[config.mk]
export PLATFORM = sky130hd
export DESIGN_NAME = reg_file_sb
export DESIGN_NICKNAME = d
export VERILOG_FILES = /design/src/rtl/reg_file_sb.sv
export SDC_FILE = /design/constraint.sdc
export NUM_CORES = 2
export LEC_CHECK = 0
export BUFFER_PORTS_ARGS = -buffer_cell sky130_fd_sc_hd__clkbuf_2
export CAP_MARGIN = 15
export CORE_ASPECT_RATIO = 0.7
export CORE_MARGIN = 1
export CORE_UTILIZATION = 45
export DETAILED_ROUTE_END_ITERATION = 10
export MAX_ROUTING_LAYER = met4
export PLACE_DENSITY = 0.64
export SLEW_MARGIN = 15
export SYNTH_ARGS = -nofsm -noshare
export SYNTH_HDL_FRONTEND = slang
export SYNTH_SLANG_ARGS = --single-unit
[constraint.sdc]
create_clock -name clk -period 7 [get_ports clk]
set_clock_uncertainty 0.15 [all_clocks]
set_input_delay 0.7 -clock clk [delete_from_list [all_inputs] [get_ports clk]]
set_output_delay 0.7 -clock clk [all_outputs]
set_load 0.01 [all_outputs]
[src/rtl/reg_file_sb.sv]
// Multi-read-port, dual-write-port register file with a per-register busy
// scoreboard; reads bypass same-cycle writes, port B has write priority.
module reg_file_sb #(
    parameter int unsigned XLEN     = 32,
    parameter int unsigned NREGS    = 32,
    parameter int unsigned NRD      = 2,
    parameter int unsigned ZERO_REG = 1,
    localparam int unsigned AW      = $clog2(NREGS)
) (
    input  logic                clk,
    input  logic                reset_n,
    input  logic [NRD*AW-1:0]   rd_addr,
    output logic [NRD*XLEN-1:0] rd_data,
    output logic [NRD-1:0]      rd_busy,
    input  logic                wa_en,
    input  logic [AW-1:0]       wa_addr,
    input  logic [XLEN-1:0]     wa_data,
    input  logic                wb_en,
    input  logic [AW-1:0]       wb_addr,
    input  logic [XLEN-1:0]     wb_data,
    input  logic                mark_en,
    input  logic [AW-1:0]       mark_addr,
    output logic [NREGS-1:0]    busy_vec,
    output logic                wr_collision
);

    logic [XLEN-1:0]  regs [NREGS];
    logic [NREGS-1:0] set_vec;
    logic [NREGS-1:0] clr_vec;
    logic [NREGS-1:0] busy_next;
    logic             wa_ok;
    logic             wb_ok;
    logic             collision_next;

    assign wa_ok = wa_en && !(ZERO_REG != 0 && wa_addr == '0);
    assign wb_ok = wb_en && !(ZERO_REG != 0 && wb_addr == '0);
    assign collision_next = wa_en && wb_en && (wa_addr == wb_addr)
                          && !(ZERO_REG != 0 && wa_addr == '0);

    // A new issue (set) outranks a completion (clear) on the same register.
    always_comb begin
        set_vec = '0;
        clr_vec = '0;
        if (mark_en) set_vec[mark_addr] = 1'b1;
        if (wb_en)   clr_vec[wb_addr]   = 1'b1;
        busy_next = (busy_vec & ~clr_vec) | set_vec;
        if (ZERO_REG != 0) busy_next[0] = 1'b0;
    end

    always_ff @(posedge clk or negedge reset_n) begin
        if (!reset_n) begin
            for (int unsigned r = 0; r < NREGS; r++) begin
                regs[r] <= '0;
            end
            busy_vec     <= '0;
            wr_collision <= 1'b0;
        end else begin
            // Port B is applied last so it wins a same-address write.
            if (wa_ok) regs[wa_addr] <= wa_data;
            if (wb_ok) regs[wb_addr] <= wb_data;
            busy_vec     <= busy_next;
            wr_collision <= collision_next;
        end
    end

    for (genvar i = 0; i < NRD; i++) begin : g_rd
        logic [AW-1:0]   addr;
        logic [XLEN-1:0] data;
        logic            busy;
        logic            zero_hit;
        logic            wb_hit;
        logic            mark_hit;

        assign addr     = rd_addr[i*AW +: AW];
        assign zero_hit = (ZERO_REG != 0) && (addr == '0);
        assign wb_hit   = wb_en && (wb_addr == addr);
        assign mark_hit = mark_en && (mark_addr == addr);

        // Checks are ordered lowest priority first; the last match wins.
        always_comb begin
            data = regs[addr];
            if (wa_en && wa_addr == addr) data = wa_data;
            if (wb_hit)                   data = wb_data;
            if (zero_hit)                 data = '0;
            busy = busy_vec[addr];
            if (wb_hit && !mark_hit)      busy = 1'b0;
            if (zero_hit)                 busy = 1'b0;
        end

        assign rd_data[i*XLEN +: XLEN] = data;
        assign rd_busy[i]              = busy;
    end

endmodule

==> metrics.cfg <==
[worst_setup_path]
rr_worst_depth = 2
crit_path_start_kind = input port
r2r-start = regs[986]$_DFF_PN0_
crit_arrival_ns = 4.49
critical_path_class = input port to primary output
path_max_fanout = 33
regToRegSetupSlack_ns = 5.99
crit_required_ns = 6.15
r2r-end = regs[986]$_DFF_PN0_
cp-end-kind = primary output

[floorplan]
io-pin-count = 193
dieArea_mm2 = 0.1494
die_h_um = 323.7
core-area_mm2 = 0.1461
chipWidth_um = 461.6
num_rows = 117
start_util = 0.4554

[global_routing]
grt_antenna_before_repair = 34
grt_pass1_wl_um = 396100
grt_max_degree = 155
grt_usage = 0.3809
gr-total-overflow = 0
grt_pass1_vias = 53280

[detailed_routing]
drt_wl_total_um = 278700
route.detailed.wl_per_inst_um = 34.37
drc = 0
drtIter0Drc = 9657
dr_wl_met3_um = 43330
dr_wl_met2_um = 112200
detail-route-antenna-nets = 0
via_per_inst = 6.970
drt-met1-wl_um = 106600
routed.top_layer = met4
vias = 56530
dr.pass1.iters = 8

[yosys]
synth_area_leader_cell = dfrtp_1
ys_ff_latch = 1056
synth_seq_area_share = 0.3972
yosys.cell_types.count = 64
ys_async_sr_fraction = 1.000
yosys_most_used_dff = dfrtp_1
synthCells = 6455
netlist.area_leader.share = 0.3972
synth-edff-count = 0
syn-num-nets = 6549
syn_area_mm2 = 0.06653
yosys-top-cells-area = dfrtp_1 (40%), mux2i_1 (16%), mux4_2 (15%)
yosys_warnings = 0
syn_area_per_cell_um2 = 10.31

[sta]
setup_tns_ns = 0
worst_slew_pin_slew_ns = 1.328
max_clock_freq_mhz = 187.2
slew_viol_final = 0
finalCritPeriodShare = 0.7629
setup_viol = 0
hold_viol_final = 0
min_period_ns = 5.340
slew_headroom = 0.1118
rsz0062_at_grt = no

[placed_design]
portBuffers = 191
hpwl_um = 160200
gp_congestion = 1.006

[min_path]
worstHoldPathCells = 0
worstHoldStart = regs[997]$_DFF_PN0_
holdPathEnd = regs[997]$_DFF_PN0_
hp-class = flop to flop

[power]
peakVddDrop_mv = 0.2189
power_leakage_nw = 30.68
cellPowerDensity_mw_per_mm2 = 285.0

[cts]
postCtsSetupBuffers = 0
clk_pin_slew_ns = 0.06
cts_max_path_buffers = 3
clock_latency_ns = 0.75
root_buffer = clkbuf_16
ctsHoldBuffers = 1
cts_tree = done
htree_levels = 3
clock_sinks = 1056
cts.repair.resized = 0
cts_buffers = 107

[final_layout]
final_common_cell = mux2i_1
area_growth_pct = 8.126
layout_common_cells = mux2i_1 (1081), dfrtp_1 (1056), nor2_1 (594)
nets = 6128
utilization = 0.4924
fill_cells = 13340
drive_above_1_share = 0.1835

[outcome]
outcome = finished clean

[job]
max-cap-violations = 0

==> cells in the mapped netlist (13+ instances only) <==
library cell	number
a211oi_1	23
a21oi_1	555
a221o_1	19
a22o_1	44
a22oi_1	56
a32o_1	32
a32oi_1	20
and2_1	25
buf_1	78
buf_2	159
buf_4	27
buf_6	13
clkbuf_1	566
dfrtp_1	1056
inv_1	20
mux2_2	84
mux2i_1	1081
mux4_2	441
nand2_1	593
nand3_1	34
nor2_1	629
nor3_1	26
nor4_1	23
o211a_1	19
o21ai_0	519
o221a_2	19
o221ai_1	37
o22ai_1	96
xnor2_1	19
xor2_1	16
==> final cells by class <==
type / count / area, µm² / area share
Clock buffer: 154 / 3156 / 0.04386
Antenna cell: 35 / 87.58 / 0.001217
Tap cell: 1963 / 2456 / 0.03414
Clock inverter: 34 / 490.5 / 0.006818
Timing Repair Buffer: 318 / 2216 / 0.03080
Multi-Input combinational cell: 4530 / 37030 / 0.5147
Inverter: 21 / 78.83 / 0.001096
Sequential cell: 1056 / 26430 / 0.3673
==> how the worst max path moves through the flow <==
| stage | startpoint | endpoint | slack, ns | depth (start not counted) |
|---|---|---|---|---|
| 4_1_cts | rd_addr[2] | rd_data[10] | 2.08 | 7 |
| 5_1_grt | rd_addr[2] | rd_data[22] | 1.78 | 7 |
| 3_3_place_gp | rd_addr[7] | rd_data[44] | 2.00 | 9 |
| 3_5_place_dp | rd_addr[2] | rd_data[10] | 2.10 | 7 |
| 6_report | rd_addr[2] | rd_data[10] | 1.66 | 7 |
| 2_1_floorplan | rd_addr[2] | rd_busy[0] | 3.63 | 8 |
==> stage by stage <==
stage	instance area [µm²]	hold slack, ns	power [mW]	worst slack (ns)	std cells
after floorplan	66530	0.2544	12.43	3.632	6455
after global placement	68130	0.2270	13.91	1.997	7884
after detailed placement	68140	0.2333	14.15	2.100	7885
after CTS	71800	0.2472	20.30	2.084	8074
after global routing	71920	0.2546	21.23	1.777	8104
final	71940	0.2451	20.51	1.660	8111
==> report_power, final <==
part	internal (mW)	leakage, nW	switching [mW]
Combinational	2.70	16.0	2.56
Sequential	7.68	12.9	1.33
Clock	3.52	1.81	2.72
==> logic make-up after synthesis <==
group                     count (synthesis)  synth area share
muxes                                  1606            0.3261
AOI/OAI and AO/OA                      1501            0.1327
and+or+nand+nor                        1387           0.08423
DFF                                    1056            0.3972
buffers and inverters                   869           0.05510
xor gates and xnor gates                 35          0.004607
other                                     1        0.00005636
==> worst max-delay path: stages <==
cell	delay, ns
buf_6	0.43
xnor2_1	0.20
nand4_1	0.26
nor2_4	0.75
nand3_1	1.00
o221ai_1	0.83
clkbuf_2	0.24
==> flip-flops by register name (all words and copies together), names as in the netlist <==
| register | count |
|---|---|
| busy_vec | 31 |
| regs | 1024 |
| wr_collision | 1 |
==> layer usage <==
metal	global-route usage	up-vias
met2	0.4976	4741
met4	0.1970	0
met5	-	-
met3	0.1499	970
li1	-	22730
met1	0.5045	28100
Note: power is estimated with default switching activity, not from simulation.
